===== config.mk =====
export PLATFORM = sky130hd
export DESIGN_NAME = fround_pack
export DESIGN_NICKNAME = d
export VERILOG_FILES = /design/src/rtl/fpu_pkg.sv /design/src/rtl/fround_inc.sv /design/src/rtl/fround_pack.sv
export SDC_FILE = /design/constraint.sdc
export NUM_CORES = 1
export LEC_CHECK = 0
export CORE_ASPECT_RATIO = 1.75
export CORE_MARGIN = 2
export CORE_UTILIZATION = 57
export DETAILED_ROUTE_END_ITERATION = 8
export GPL_TIMING_DRIVEN = 0
export PLACE_DENSITY = 0.85
export SYNTH_ARGS = -nofsm -noshare
export SYNTH_HDL_FRONTEND = slang
export SYNTH_SLANG_ARGS = --single-unit
export TNS_END_PERCENT = 50

===== constraint.sdc =====
create_clock -name fpu_clk -period 6.6 [get_ports fpu_clk]
set_clock_uncertainty 0.2 [all_clocks]
set_input_delay 0.99 -clock fpu_clk [delete_from_list [all_inputs] [get_ports fpu_clk]]
set_output_delay 0.99 -clock fpu_clk [all_outputs]
set_load 0.02 [all_outputs]

===== src/rtl/fpu_pkg.sv =====
// Shared FPU types and constants: rounding modes, round/pack states, IEEE-754 single-precision limits.
package fpu_pkg;

  localparam int OPERAND_WIDTH  = 32;
  localparam int EXPONENT_WIDTH = 8;
  localparam int FRACTION_WIDTH = 23;

  typedef enum logic [2:0] {
    RNE = 3'd0,
    RTZ = 3'd1,
    RDN = 3'd2,
    RUP = 3'd3,
    RMM = 3'd4
  } rnd_mode_e;

  typedef enum logic [1:0] {
    IDLE  = 2'd0,
    ROUND = 2'd1,
    PACK  = 2'd2,
    HOLD  = 2'd3
  } round_state_e;

  localparam logic [EXPONENT_WIDTH-1:0] EXP_MAX    = 8'hFF;
  localparam logic [OPERAND_WIDTH-1:0]  POS_INF    = 32'h7F800000;
  localparam logic [OPERAND_WIDTH-2:0]  MAX_FINITE = 31'h7F7FFFFF;

  // Encodings 5-7 are reserved and fall back to round-to-nearest-even.
  function automatic rnd_mode_e decode_mode(input logic [2:0] mode);
    case (mode)
      3'd1:    return RTZ;
      3'd2:    return RDN;
      3'd3:    return RUP;
      3'd4:    return RMM;
      default: return RNE;
    endcase
  endfunction

endpackage


===== src/rtl/fround_inc.sv =====
// Rounding-increment decision for one significand, shared by the mul/div and add/sub back-ends.
module fround_inc
  import fpu_pkg::*;
(
  input  logic       sign_i,
  input  logic       lsb_i,
  input  logic [2:0] grs_i,
  input  logic [2:0] mode_i,
  output logic       inc_o,
  output logic       nx_o
);

  logic g, r, s;

  assign g    = grs_i[2];
  assign r    = grs_i[1];
  assign s    = grs_i[0];
  assign nx_o = |grs_i;

  always_comb begin
    inc_o = 1'b0;
    case (decode_mode(mode_i))
      RNE:     inc_o = g & (r | s | lsb_i);
      RTZ:     inc_o = 1'b0;
      RDN:     inc_o = sign_i & (g | r | s);
      RUP:     inc_o = ~sign_i & (g | r | s);
      RMM:     inc_o = g;
      default: inc_o = g & (r | s | lsb_i);
    endcase
  end

endmodule


===== src/rtl/fround_pack.sv =====
// Round-and-pack back-end: captures an unpacked result, rounds it, packs an IEEE-754 word
// with OF/UF/NX flags and holds it on a valid/ready handshake.
//
// state | meaning
// IDLE  | waiting for a rising edge of rnd_valid_i
// ROUND | rounding increment applied to the captured fraction
// PACK  | carry, overflow and underflow resolved, result registered
// HOLD  | result presented until rnd_ready_i is sampled high
module fround_pack
  import fpu_pkg::*;
(
  input  logic                      fpu_clk,
  input  logic                      fpu_rst,
  input  logic                      rnd_valid_i,
  input  logic                      rnd_sign_i,
  input  logic [EXPONENT_WIDTH-1:0] rnd_exp_i,
  input  logic [FRACTION_WIDTH-1:0] rnd_frac_i,
  input  logic [2:0]                rnd_grs_i,
  input  logic                      rnd_exp_ovf_i,
  input  logic [2:0]                rnd_mode_i,
  input  logic                      rnd_ready_i,
  output logic [OPERAND_WIDTH-1:0]  rnd_result_o,
  output logic                      rnd_valid_o,
  output logic                      rnd_of_o,
  output logic                      rnd_uf_o,
  output logic                      rnd_nx_o,
  output logic                      rnd_busy_o,
  output logic                      rnd_lost_o
);

  round_state_e state_q, state_d;

  logic                      valid_prev_q;
  logic                      start;
  logic                      sign_q;
  logic [EXPONENT_WIDTH-1:0] exp_q;
  logic [FRACTION_WIDTH-1:0] frac_q;
  logic [2:0]                grs_q;
  logic                      ovf_q;
  logic [2:0]                mode_q;
  logic [FRACTION_WIDTH:0]   sum_q;
  logic                      nx_q;

  logic                      inc;
  logic                      nx_rnd;
  logic                      carry;
  logic [EXPONENT_WIDTH-1:0] exp_out;
  logic [FRACTION_WIDTH-1:0] frac_out;
  logic                      ovf;
  logic [OPERAND_WIDTH-1:0]  result_d;
  logic                      of_d, uf_d, nx_d;

  assign start = rnd_valid_i & ~valid_prev_q;

  fround_inc u_inc (
    .sign_i (sign_q),
    .lsb_i  (frac_q[0]),
    .grs_i  (grs_q),
    .mode_i (mode_q),
    .inc_o  (inc),
    .nx_o   (nx_rnd)
  );

  always_ff @(posedge fpu_clk or posedge fpu_rst) begin
    if (fpu_rst) state_q <= IDLE;
    else         state_q <= state_d;
  end

  always_comb begin
    state_d = state_q;
    case (state_q)
      IDLE:    if (start) state_d = ROUND;
      ROUND:   state_d = PACK;
      PACK:    state_d = HOLD;
      HOLD:    if (rnd_ready_i) state_d = IDLE;
      default: state_d = IDLE;
    endcase
  end

  // Pack: fold the significand carry into the exponent, then resolve overflow by mode.
  always_comb begin
    carry    = sum_q[FRACTION_WIDTH];
    frac_out = carry ? '0 : sum_q[FRACTION_WIDTH-1:0];
    exp_out  = exp_q + {{(EXPONENT_WIDTH-1){1'b0}}, carry};
    ovf      = ovf_q | (exp_q == EXP_MAX) | (exp_out == EXP_MAX);
    result_d = {sign_q, exp_out, frac_out};
    of_d     = ovf;
    nx_d     = nx_q | ovf;
    uf_d     = (exp_out == '0) & nx_q & ~ovf;
    if (ovf) begin
      case (decode_mode(mode_q))
        RTZ:     result_d = {sign_q, MAX_FINITE};
        RDN:     result_d = sign_q ? {1'b1, POS_INF[OPERAND_WIDTH-2:0]} : {1'b0, MAX_FINITE};
        RUP:     result_d = sign_q ? {1'b1, MAX_FINITE} : {1'b0, POS_INF[OPERAND_WIDTH-2:0]};
        default: result_d = {sign_q, POS_INF[OPERAND_WIDTH-2:0]};
      endcase
    end
  end

  always_ff @(posedge fpu_clk or posedge fpu_rst) begin
    if (fpu_rst) begin
      valid_prev_q <= 1'b0;
      sign_q       <= 1'b0;
      exp_q        <= '0;
      frac_q       <= '0;
      grs_q        <= '0;
      ovf_q        <= 1'b0;
      mode_q       <= '0;
      sum_q        <= '0;
      nx_q         <= 1'b0;
      rnd_result_o <= '0;
      rnd_of_o     <= 1'b0;
      rnd_uf_o     <= 1'b0;
      rnd_nx_o     <= 1'b0;
      rnd_valid_o  <= 1'b0;
      rnd_busy_o   <= 1'b0;
      rnd_lost_o   <= 1'b0;
    end else begin
      valid_prev_q <= rnd_valid_i;
      rnd_valid_o  <= (state_d == HOLD);
      rnd_busy_o   <= (state_d != IDLE);
      if (start && state_q != IDLE) rnd_lost_o <= 1'b1;
      if (state_q == IDLE && start) begin
        sign_q <= rnd_sign_i;
        exp_q  <= rnd_exp_i;
        frac_q <= rnd_frac_i;
        grs_q  <= rnd_grs_i;
        ovf_q  <= rnd_exp_ovf_i;
        mode_q <= rnd_mode_i;
      end
      if (state_q == ROUND) begin
        sum_q <= {1'b0, frac_q} + {{FRACTION_WIDTH{1'b0}}, inc};
        nx_q  <= nx_rnd;
      end
      if (state_q == PACK) begin
        rnd_result_o <= result_d;
        rnd_of_o     <= of_d;
        rnd_uf_o     <= uf_d;
        rnd_nx_o     <= nx_d;
      end
    end
  end

endmodule


# Word-level counts from Yosys, hierarchy flattened
# Cells that the tools add are included.
word_totals:
  register_bits: 105
  in_bits: 43
  output_inout_bits: 38
classes:
  n_addsub: 2
  eq_ne: 17
  muxes: 11
  bitwise_logic: 16
  reduce_logical: 7
op_table:
  columns: ["cell", "n"]
  rows:
  - ["two-way mux 32 bit", 3]
  - ["one-hot mux 32 bit (3 select lines)", 1]
  - ["adder 23 x 1 -> 24 bit", 1]
  - ["two-way mux 23 bit", 1]
  - ["== test 3 x 2 -> 1 bit (second input constant)", 6]
  - ["== test 8 bit (second input constant)", 2]
  - ["one-hot mux 3 bit (4 select lines)", 1]
  - ["== test 3 x 1 -> 1 bit (second input constant)", 3]
  - ["adder 8 x 1 -> 8 bit", 1]
  - ["logical NOT 8 bit", 1]
  - ["one-hot mux 2 bit (4 select lines)", 1]
  - ["bitwise OR 1 bit", 7]
  - ["bitwise AND 1 bit", 6]
  - ["== test 2 bit (second input constant)", 3]
  - ["== test 3 bit (second input constant)", 2]
  - ["two-way mux 2 bit", 2]
  - ["one-hot mux 1 bit (4 select lines)", 1]
  - ["nonzero test 2 bit", 2]
  - ["two-way mux 3 bit", 1]
  - ["NOT 1 bit", 3]
  - ["OR reduction 3 bit", 1]
  - ["== test 2 x 1 -> 1 bit (second input constant)", 1]
  - ["logical AND 1 bit", 2]
  - ["logical NOT 2 bit", 1]

# Depth between registers and ports, before layout
# Gate-level depths: netlist of the first run.
depth:
  word_depth: 7
  mapped_depth: 13

# Cells and area by module
# A second synthesis of the first run with hierarchy kept.
hier_totals:
  cells_unflattened: 433
  area_unflattened_um2: 4740.8
by_module_without_submodules:
  columns: ["module", "instances", "cells_per_inst", "area_per_inst_um2", "seq_area_each_um2"]
  rows:
  - ["fround_pack", 1, 424, 4674.5, 2627.5]
  - ["fround_inc", 1, 9, 66.3, 0.0]

# Worst setup path after synthesis of the first run
# No wires, ideal clock.
synth_path:
  kind: "register to register"
  from: "reg mode_q[2]"
  to: "reg sum_q[22]"
  setup_time_ns: 0.125
  t_arrival_ns: 2.672
  required_time_ns: 6.275
  slack_ns: 3.604
  path_stages_with_launch: 14
  period_less_slack_ns: 2.996
  path_cell_list: "dfrtp_1 > and3b_1 > ha_1 > nand3b_1 > nor2_1 > nor2_1 > a31oi_1 > ha_1 > ha_1 > nand4_1 > nor4_1 > nand2_1 > xnor2_1 > mux2_2"
synth_between:
  elab_chain_cells: 5
  elab_cells_between_ends: 11
  cone_classes: "add/sub (1); eq/ne (8); mux (2)"
synth_lines:
  columns: ["item", "line_no", "rtl"]
  rows:
  - ["start: declaration", "fround_pack.sv:40", "logic [2:0] mode_q;"]
  - ["start signal: assignment", "fround_pack.sv:129", "mode_q <= rnd_mode_i;"]
  - ["== test 3 bit, or another cell as far along", "fpu_pkg.sv:29", "case (mode)"]
  - ["one-hot mux 3 bit (4 select lines) *", "fpu_pkg.sv:29", null]
  - ["== test 3 bit, or another cell as far along", "fround_inc.sv:22", "case (decode_mode(mode_i))"]
  - ["one-hot mux 1 bit (4 select lines) *", "fround_inc.sv:22", null]
  - ["adder 23 x 1 -> 24 bit *", "fround_pack.sv:132", "sum_q <= {1'b0, frac_q} + {{FRACTION_WIDTH{1'b0}}, inc};"]
  - ["end signal: assignment", "fround_pack.sv:132", null]
  - ["end: declaration", "fround_pack.sv:41", "logic [FRACTION_WIDTH:0] sum_q;"]
# Mark *: on every way between the ends. The rest lies on a longest branch, timed or not.
# A chain may end at the register's enable or synchronous reset.

# Worst setup path in the final report of the first run
# Same ends and word-level chain as after synthesis.

==> flow_summary.ini, run 1 <==
[power]
netSwitchingPower_uw = 1270
p_seq_share_pct = 38.9
p_int_uw = 1940
power.leakage_uw = 0.00245
power_frac_clock_pct = 15.8
swShare_pct = 39.5
ir_worst_vdd_v = 0.000291
comb_power_share_pct = 45.3
power.density_nw_per_um2 = 521

[sta]
period_share_pct = 54.3
max_freq_mhz = 279
fin_tns_setup_ns = 0
slew_headroom_pct = 27.5
rsz0062_at_grt = no
finalHoldViolCount = 0
report.final.setup_viol = 0
worst_slew_pin_slew_ns = 1.08
fin_crit_ns = 3.58
final_max_slew_viol_count = 0

[min_path]
min_from = sum_q[12]$_DFFE_PP0N_
min_path_cells = 2
hp-class = reg -> reg

[cells_and_area]
syn2layout_area_growth_pct = 25.7
layout.nets = 588
drive_above_1_share_pct = 16.2
final_cell_count_no_fill = 659
design_area_sq_um = 6160
diodes = 0

[logic_synthesis]
netlist_area_sq_um = 4900
synthCells = 448
synth.avg_cell_area_sq_um = 10.9
synth_edf_count = 0
async_reset_ff_share_pct = 100
ys_warn_count = 0
netlist.area_leader.share_pct = 53.6
synth_area_leaders = dfrtp_1 (54%), mux2_2 (9.0%), o21ai_0 (5.3%), o22ai_2 (5.1%), nor2_1 (3.8%)
synth_top_flop_cell = dfrtp_1
synth_cell_types = 42
synth_nets = 496
yosysSeqAreaShare_pct = 53.6
synth_top_area_cell = dfrtp_1
yosys.cell_count.top_type = dfrtp_1
synth_seq_cells = 105
synth_commonest_cells = dfrtp_1 (105), o21ai_0 (52), nor2_1 (49)

[critical_path]
startpoint_type = register
crit_start = mode_q[2]$_DFFE_PP0P_
r2r-start = mode_q[2]$_DFFE_PP0P_
cp.required_ns = 6.63
cp_max_fo = 8
worstSetupEndpointType = register
crit_arrival_ns = 3.61
r2r_cells = 13
criticalPathCategory = reg -> reg

[route]
totalWireLength_um = 11100
drt_iter0_markers = 286
first_pass_iters = 5
drt-vias-per-instance = 5.83
drc = 0
wl_per_cell_um = 16.8
ant_nets = 0
routed-via-count = 3839

[placement]
placed_cell_area_sq_um = 5870
dpl.cell_count = 644
numPortBuffers = 80
hpwlAfterDp_um = 8110
gp_congestion = 0.918

[clock_tree]
cts_hold_buf = 0
htree_levels = 3
cts_tree = yes
cts_sinks = 105
cts_setup_buffers = 0
insertion_delay_ns = 0.35
cts-root-buf = clkbuf_16
path_clk_slew_ns = 0.07
cts_buffers = 9
cts_max_path_buffers = 2
cts_resized = 0

[grt]
grtUsageTotal_pct = 25.5
grt_overflow_total = 0
grt_pass1_wl_um = 18200
grt_pass1_vias = 3855
grt_max_degree = 61
grt_antenna_before_repair = 0

[floorplan]
num_rows = 44
dieArea_sq_um = 9380
fp.dieW_um = 74.1
ios = 81
coreArea_sq_um = 8310
start_util_pct = 58.9
die_h_um = 127

[job]
maxCapViolations = 0

[outcome]
outcome = finished clean
==> cell type report <==
class	count	area (sq um)
sequential	105	2630
timing repair buffer	81	828
inverter	6	25.0
tap	115	144
clock buffer	13	270
fill	553	2160
clock inverter	2	12.5
multi-input combinational	314	2130
buffer	23	116
==> stage by stage <==
stage                     total power (uW)  hold slack (ns)  util, %  worst slack [ns]
after CTS                             3200            0.279     74.1              3.06
after floorplan                       2180            0.244        -              2.65
after global routing                  3400            0.309     74.1              2.86
final                                 3210            0.278     74.1              3.02
after global placement                2610            0.258     70.3              1.34
after detailed placement              2690            0.264     70.7              2.85
==> critical path, stage by stage, from the launching register on <==
cell      delay (ns)
dfrtp_1         0.47
and3b_1         0.23
ha_1            0.27
nand3b_1        0.11
nor2_1          0.10
nor2_1          0.04
a31oi_1         0.15
ha_1            0.24
ha_1            0.23
nand4_1         0.29
nor4_1          0.59
nand2_1         0.14
xnor2_1         0.15
mux2_2          0.26
==> cell usage in the layout, fill, tap and decap left out, drive strengths merged, types with 2 or more instances in the layout <==
| cell | synthesis | routed |
|---|---|---|
| nand3 | 12 | 12 |
| ha | 5 | 5 |
| nand2 | 47 | 47 |
| nor3 | 7 | 7 |
| nor2 | 49 | 49 |
| o22ai | 23 | 23 |
| nand4 | 11 | 11 |
| clkbuf | 17 | 30 |
| or2 | 2 | 2 |
| o31ai | 3 | 3 |
| inv | 6 | 6 |
| mux2 | 39 | 39 |
| buf | 6 | 7 |
| xor2 | 11 | 11 |
| o21ai | 52 | 52 |
| a211o | 2 | 2 |
| dfrtp | 105 | 105 |
| nor2b | 2 | 2 |
| clkdlybuf4s50 | 0 | 80 |
| xnor2 | 15 | 15 |
| nand2b | 7 | 7 |
| a31oi | 9 | 9 |
| and2 | 2 | 2 |
| or3 | 3 | 3 |
==> power groups by stage <==
stage / Sequential (uW) / Combinational, uW / Clock (uW)
detailed placement: 1240 / 1440 / 0
finish: 1250 / 1450 / 508
floorplan: 1310 / 870 / 0
global placement: 1220 / 1390 / 0
CTS: 1240 / 1450 / 513
global route: 1290 / 1580 / 533
==> routing by layer <==
| layer | wire, um | track usage [%] |
|---|---|---|
| met4 | 347 | 11.0 |
| met2 | 6140 | 46.2 |
| met3 | 410 | 5.24 |
| met1 | 4190 | 27.7 |
| met5 | 0 | 0 |
==> worst paths after layout <==
| kind | slack (ns) | end |
|---|---|---|
| setup reg to reg | 3.02 | sum_q[22]$_DFFE_PP0N_ |
| hold reg to reg | 0.28 | sum_q[12]$_DFFE_PP0N_ |
| setup / recovery | 3.02 | sum_q[22]$_DFFE_PP0N_ |
| min in group asynchronous | 0.86 | rnd_result_o[7]$_DFFE_PP0P_ |
| max in group asynchronous | 4.66 | frac_q[15]$_DFFE_PP0P_ |
| hold / removal | 0.28 | sum_q[12]$_DFFE_PP0N_ |
==> registers in the layout, summed over array words and instances (netlist names) <==
| register | cells |
|---|---|
| rnd_result_o | 32 |
| sum_q | 24 |
| frac_q | 23 |
| exp_q | 8 |
| grs_q | 3 |
| mode_q | 3 |
| state_q | 2 |
| nx_q | 1 |
| ovf_q | 1 |
| rnd_busy_o | 1 |
| rnd_lost_o | 1 |
| rnd_nx_o | 1 |
| rnd_of_o | 1 |
| rnd_uf_o | 1 |
| rnd_valid_o | 1 |
| sign_q | 1 |
| valid_prev_q | 1 |
==> cell families after synthesis <==
kind of cell	share of synthesized area (%)
xor+xnor	4.65
flops	53.6
simple gates	13.7
mux	9.17
fa+ha+maj	1.28
buf+inv	2.83
compound gates	14.8
(Power assumes the default switching activity.)
==> run 2: changes to the inputs <==
--- a/config.mk
+++ b/config.mk
@@ -7,10 +7,10 @@
 export LEC_CHECK = 0
 export CORE_ASPECT_RATIO = 1.75
 export CORE_MARGIN = 2
-export CORE_UTILIZATION = 57
+export CORE_UTILIZATION = 48
 export DETAILED_ROUTE_END_ITERATION = 8
 export GPL_TIMING_DRIVEN = 0
-export PLACE_DENSITY = 0.85
+export PLACE_DENSITY = 0.76
 export SYNTH_ARGS = -nofsm -noshare
 export SYNTH_HDL_FRONTEND = slang
 export SYNTH_SLANG_ARGS = --single-unit
==> constraint.sdc (replaced) <==
create_clock -name fpu_clk -period 3.15 [get_ports fpu_clk]
set_clock_uncertainty 0.2 [all_clocks]
set_input_delay 0.4725 -clock fpu_clk [delete_from_list [all_inputs] [get_ports fpu_clk]]
set_output_delay 0.4725 -clock fpu_clk [all_outputs]
set_load 0.02 [all_outputs]
==> run 2 against run 1 <==
Compared with the run above: non-clock buffer count up 8; clock-buffer cell count down 3; global-route usage down 3.6 points; final cell count up 2.7%; first-iteration DRC count down 14%; worst setup slack worse by 3.0 ns; routed wire length up 2.5%; register-to-register slack worse by 3.0 ns; cell area up 2.6%.
==> flow_summary.ini, run 2 (synthesis results as in run 1) <==
[outcome]
outcome = finished clean

[power]
power.leakage_uw = 0.00252
power.density_nw_per_um2 = 1080
ir_worst_vdd_v = 0.000551

[sta]
rsz0062_at_grt = yes
fin_crit_ns = 3.13
period_share_pct = 99.3
slew_headroom_pct = 23.0
final_max_slew_viol_count = 0
report.final.setup_viol = 0
fin_ws_ns = 0.0220
worst_slew_pin_slew_ns = 1.15
max_freq_mhz = 320
finalHoldViolCount = 0

[cells_and_area]
diodes = 0
fillerInstances = 817
syn2layout_area_growth_pct = 29.0
largestRegisters = rnd_result_o x32, sum_q x24, frac_q x23
largest_reg_flops = 32
final_common_cell = dfrtp_1
regMostFlops = rnd_result_o
layout_common_cells = dfrtp_1 (104), clkdlybuf4s50_1 (80), o21ai_0 (50)
design_area_sq_um = 6320
layout.nets = 596
drive_above_1_share_pct = 19.6

[critical_path]
worstSetupEndpointType = register
r2r_end = sum_q[22]$_DFFE_PP0N_
startpoint_type = register
r2r-start = mode_q[1]$_DFFE_PP0P_
criticalPathCategory = reg -> reg
crit_arrival_ns = 3.17
cp_max_fo = 3
r2r_cells = 13
rrSetupSlack_ns = 0.02
cp.required_ns = 3.19

[min_path]
min_path_cells = 2
min_from = rnd_result_o[27]$_DFFE_PP0P_
whs_endpoint = rnd_result_o[27]$_DFFE_PP0P_
hp-class = reg -> reg

[clock_tree]
cts-root-buf = clkbuf_16
cts_sinks = 105
cts_tree = yes
cts_hold_buf = 0
cts_max_path_buffers = 2
path_clk_slew_ns = 0.07
cts_buffers = 9
htree_levels = 3
insertion_delay_ns = 0.35

[floorplan]
start_util_pct = 49.4
num_rows = 48
die_h_um = 138
fp.dieW_um = 80.4
ios = 81
coreArea_sq_um = 9910
dieArea_sq_um = 11100

[route]
totalWireLength_um = 11400
routed-via-count = 3750
drc = 0
first_pass_iters = 5
ant_nets = 0
drt_iter0_markers = 247
wl_per_cell_um = 16.8
drt-vias-per-instance = 5.54

[placement]
gp_congestion = 0.873
dp_slack_ns = -0.368
hpwlAfterDp_um = 8400
numPortBuffers = 80
placed_cell_area_sq_um = 5900

[grt]
grt_pass1_wl_um = 18100
grt_max_degree = 44
grtUsageTotal_pct = 21.9
grt_antenna_before_repair = 0
grt_pass1_vias = 3850
grt_overflow_total = 0

[job]
maxCapViolations = 0
==> run 2: cell types whose count changed in the layout (fill, tap and decap cells not counted), moves of 2 or more <==
cell / previous run / this run
ha_1: 5 / 3
o21ai_1: 0 / 2
clkbuf_1: 18 / 16
o21ai_0: 52 / 50
nor3_2: 0 / 2
buf_12: 0 / 2
buf_4: 0 / 8
nor3_1: 7 / 4
clkbuf_8: 3 / 1
==> run 2: what timing repair did <==
item / in CTS / in global routing
resized for setup: 5 / 10
setup buffers: 1 / 7
endpoints found under the setup margin: 9 / 14
pin swaps: 2 / 14
hold endpoints to repair: 0 / 0
==> run 2: how the worst max path moves through the flow <==
stage,to,slack [ns],start
6_report,sum_q[22]$_DFFE_PP0N_,0.02,mode_q[1]$_DFFE_PP0P_
2_1_floorplan,sum_q[22]$_DFFE_PP0N_,0.15,mode_q[2]$_DFFE_PP0P_
3_5_place_dp,sum_q[22]$_DFFE_PP0N_,-0.37,mode_q[2]$_DFFE_PP0P_
5_1_grt,sum_q[22]$_DFFE_PP0N_,-0.1,mode_q[1]$_DFFE_PP0P_
4_1_cts,sum_q[21]$_DFFE_PP0N_,-0.03,mode_q[2]$_DFFE_PP0P_
3_3_place_gp,sum_q[22]$_DFFE_PP0N_,-0.31,mode_q[2]$_DFFE_PP0P_
==> run 2: area by class of cell <==
class	count	area (sq um)	share of cell area [%]
Clock inverter	5	56.3	0.891
Sequential cell	105	2630	41.6
Multi-Input combinational cell	314	2200	34.8
Buffer	22	113	1.78
Tap cell	125	156	2.48
Clock buffer	10	239	3.78
Timing Repair Buffer	90	901	14.3
Inverter	6	26.3	0.416
==> run 2: per-stage QoR <==
step / cells / TNS [ns] / util, % / hold WS [ns] / total power [uW]
finish: 677 / 0 / 63.8 / 0.275 / 6820
global route: 677 / -0.315 / 63.8 / 0.297 / 7290
CTS: 671 / -0.0532 / 62.8 / 0.282 / 6770
detailed placement: 655 / -4.96 / 59.5 / 0.265 / 5630
global placement: 653 / -3.39 / 59.1 / 0.253 / 5500
floorplan: 448 / 0 / - / 0.244 / 4570
==> run 2: per-layer routing <==
layer / share of wire, % / global-route usage [%] / up-vias / wire length (um)
li1: - / - / 1782 / -
met1: 38 / 22.7 / 1853 / 4270
met2: 56 / 39.8 / 90 / 6400
met3: 2.9 / 4.00 / 25 / 327
met4: 3.2 / 13.5 / 0 / 359
met5: 0 / 0 / - / 0
==> run 2: critical path, cell delays in order (launching register included) <==
cell and delay, ns:
dfrtp_1 0.40, and3b_1 0.19, ha_1 0.28, nand3b_1 0.11, nor2_1 0.13, nor2_1 0.05, a31oi_1 0.17, ha_2 0.27
ha_4 0.15, nand4_1 0.24, nor4_4 0.34, nand2_1 0.11, xnor2_1 0.13, mux2_2 0.25
==> run 2: power breakdown <==
| group | switching, uW | leakage, uW | total (uW) | internal, uW |
|---|---|---|---|---|
| clock network | 488 | 0.000144 | 1120 | 632 |
| registers | 594 | 0.00125 | 2610 | 2010 |
| logic | 1580 | 0.00114 | 3090 | 1520 |
==> run 3: changes to the inputs <==
--- a/config.mk
+++ b/config.mk
@@ -5,9 +5,12 @@
 export SDC_FILE = /design/constraint.sdc
 export NUM_CORES = 1
 export LEC_CHECK = 0
+export CAP_MARGIN = 20
+export CELL_PAD_IN_SITES_DETAIL_PLACEMENT = 2
+export CELL_PAD_IN_SITES_GLOBAL_PLACEMENT = 2
 export CORE_ASPECT_RATIO = 1.75
 export CORE_MARGIN = 2
-export CORE_UTILIZATION = 48
+export CORE_UTILIZATION = 31
 export DETAILED_ROUTE_END_ITERATION = 8
 export GPL_TIMING_DRIVEN = 0
 export PLACE_DENSITY = 0.76
==> run 3 against run 2 <==
Compared with the run above: the flow now finishes with violations (negative setup slack); worst setup slack got worse by 0.072 ns; hold slack improved by 0.0091 ns; total power rose by 4.1%; sequential power rose by 2%.
==> flow_summary.ini, run 3 (synthesis results as in run 1) <==
[power]
ir_worst_vdd_v = 0.000380
power.density_nw_per_um2 = 1100
power.leakage_uw = 0.00256

[critical_path]
crit_arrival_ns = 3.23
crit_cells = 14
rrSetupSlack_ns = -0.05
crit_chain = and3b_1 > ha_1 > nand3b_1 > nor2_1 > nor2_1 > a31oi_1 > ha_2 > ha_4 > nand4_1 > buf_6 > nor4_4 > nand2_1 > xnor2_1 > mux2_2
r2r-start = mode_q[1]$_DFFE_PP0P_
cp.required_ns = 3.18
cpMostUsedCell = nor2_1
crit_start = mode_q[1]$_DFFE_PP0P_
criticalPathCategory = reg -> reg
slowest_delay_ns = 0.38
startpoint_type = register
worstSetupEndpointType = register
cp_max_fo = 3
crit_end = sum_q[22]$_DFFE_PP0N_
critical-path-slowest-cell = dfrtp_1
r2r_cells = 14
r2r_end = sum_q[22]$_DFFE_PP0N_
path_buf_inv = 1
cp_top_family = simple AND/OR/NAND/NOR gates

[outcome]
outcome = complete, but fails checks
violations = negative setup slack

[sta]
final_max_slew_viol_count = 0
period_share_pct = 102
fin_ws_ns = -0.0501
slew_headroom_pct = 49.2
worst_slew_pin_slew_ns = 0.760
fin_crit_ns = 3.20
rsz0062_at_grt = yes
report.final.setup_viol = 2
finalHoldViolCount = 0
hold_ws_ns = 0.284
max_freq_mhz = 312
fin_tns_setup_ns = -0.0559

[route]
drt_iter0_markers = 109
totalWireLength_um = 15000
wl_per_cell_um = 20.2
drt-vias-per-instance = 5.18
highest_layer = met4
drc = 0
met1Wirelength_um = 5440
met3WireLength_um = 312
met2_length_um = 9080
ant_nets = 0
first_pass_iters = 4
routed-via-count = 3845

[floorplan]
coreArea_sq_um = 15400
num_rows = 60
die_h_um = 170
dieArea_sq_um = 16900
fp.dieW_um = 99.0
start_util_pct = 31.8
ios = 81

[cells_and_area]
diodes = 0
fillerInstances = 1605
syn2layout_area_growth_pct = 31.8
largest_reg_flops = 32
drive_above_1_share_pct = 20.5
largestRegisters = rnd_result_o x32, sum_q x24, frac_q x23
final_util_pct = 42.0
layout.nets = 599
final_common_cell = dfrtp_1
layout_common_cells = dfrtp_1 (104), clkdlybuf4s50_1 (80), nor2_1 (47)
regMostFlops = rnd_result_o

[placement]
hpwlAfterDp_um = 11100
numPortBuffers = 80
gp_congestion = 0.792

[grt]
grt_overflow_total = 0
grt_antenna_before_repair = 0
grtUsageTotal_pct = 18.2
grt_max_degree = 39
grt_pass1_vias = 4418
grt_pass1_wl_um = 23900

[clock_tree]
cts_hold_buf = 0
cts_max_path_buffers = 2
path_clk_slew_ns = 0.07
cts_tree = yes
cts_sinks = 105
cts_buffers = 9
insertion_delay_ns = 0.35
cts-root-buf = clkbuf_16
htree_levels = 3

[min_path]
hp-class = reg -> reg
min_from = sum_q[7]$_DFFE_PP0N_

[job]
maxCapViolations = 0
## run 3: worst min-delay path by stage
stage / endpoint / slack [ns] / cells past startpoint
final: sum_q[7]$_DFFE_PP0N_ / 0.28 / 2
after detailed placement: sum_q[7]$_DFFE_PP0N_ / 0.27 / 2
after global placement: rnd_result_o[27]$_DFFE_PP0P_ / 0.25 / 2
after global routing: rnd_lost_o$_DFFE_PP0P_ / 0.31 / 1
after floorplan: sum_q[10]$_DFFE_PP0N_ / 0.24 / 2
after CTS: sum_q[18]$_DFFE_PP0N_ / 0.29 / 2
## run 3: where the power goes
group	switching, uW	total, uW	internal [uW]
registers	642	2650	2010
clock network	513	1170	661
logic	1740	3270	1530
total	2890	7100	4200
## run 3: timing repair
item	CTS	global route
pin swaps	6	6
buffers inserted	6	4
resized for setup	13	13
endpoints found under the hold margin	0	0
setup endpoints to repair	13	14
## run 3: layout make-up
type | instances | area, sq um | share of cell area (%)
flip-flops and latches | 105 | 2630 | 40.7
well taps | 186 | 233 | 3.60
repair buffers | 93 | 925 | 14.3
clock buffers | 12 | 256 | 3.97
multi-input cells | 314 | 2220 | 34.5
clock inverters | 4 | 51.3 | 0.794
inverters | 6 | 26.3 | 0.407
plain buffers | 22 | 113 | 1.74
## run 3: routing by layer
layer,track usage (%),vias up
met2,36.8,53
met3,2.22,11
met4,4.53,0
met5,0,-
li1,-,1788
met1,19.4,1993
## run 3: tightest hold or removal path: stages (launching register included)
cell and delay, ns:
dfrtp_1 0.34, nand2_1 0.05, o21ai_0 0.06
## run 3: metrics by stage
step / cells / total power, uW / cell area [sq um] / worst slack, ns
floorplan: 448 / 4570 / 4900 / 0.154
global placement: 714 / 5620 / 5940 / -0.485
detailed placement: 717 / 5850 / 5980 / -0.728
CTS: 738 / 7120 / 6390 / 0.00822
global route: 742 / 7610 / 6460 / -0.150
finish: 742 / 7100 / 6460 / -0.0501
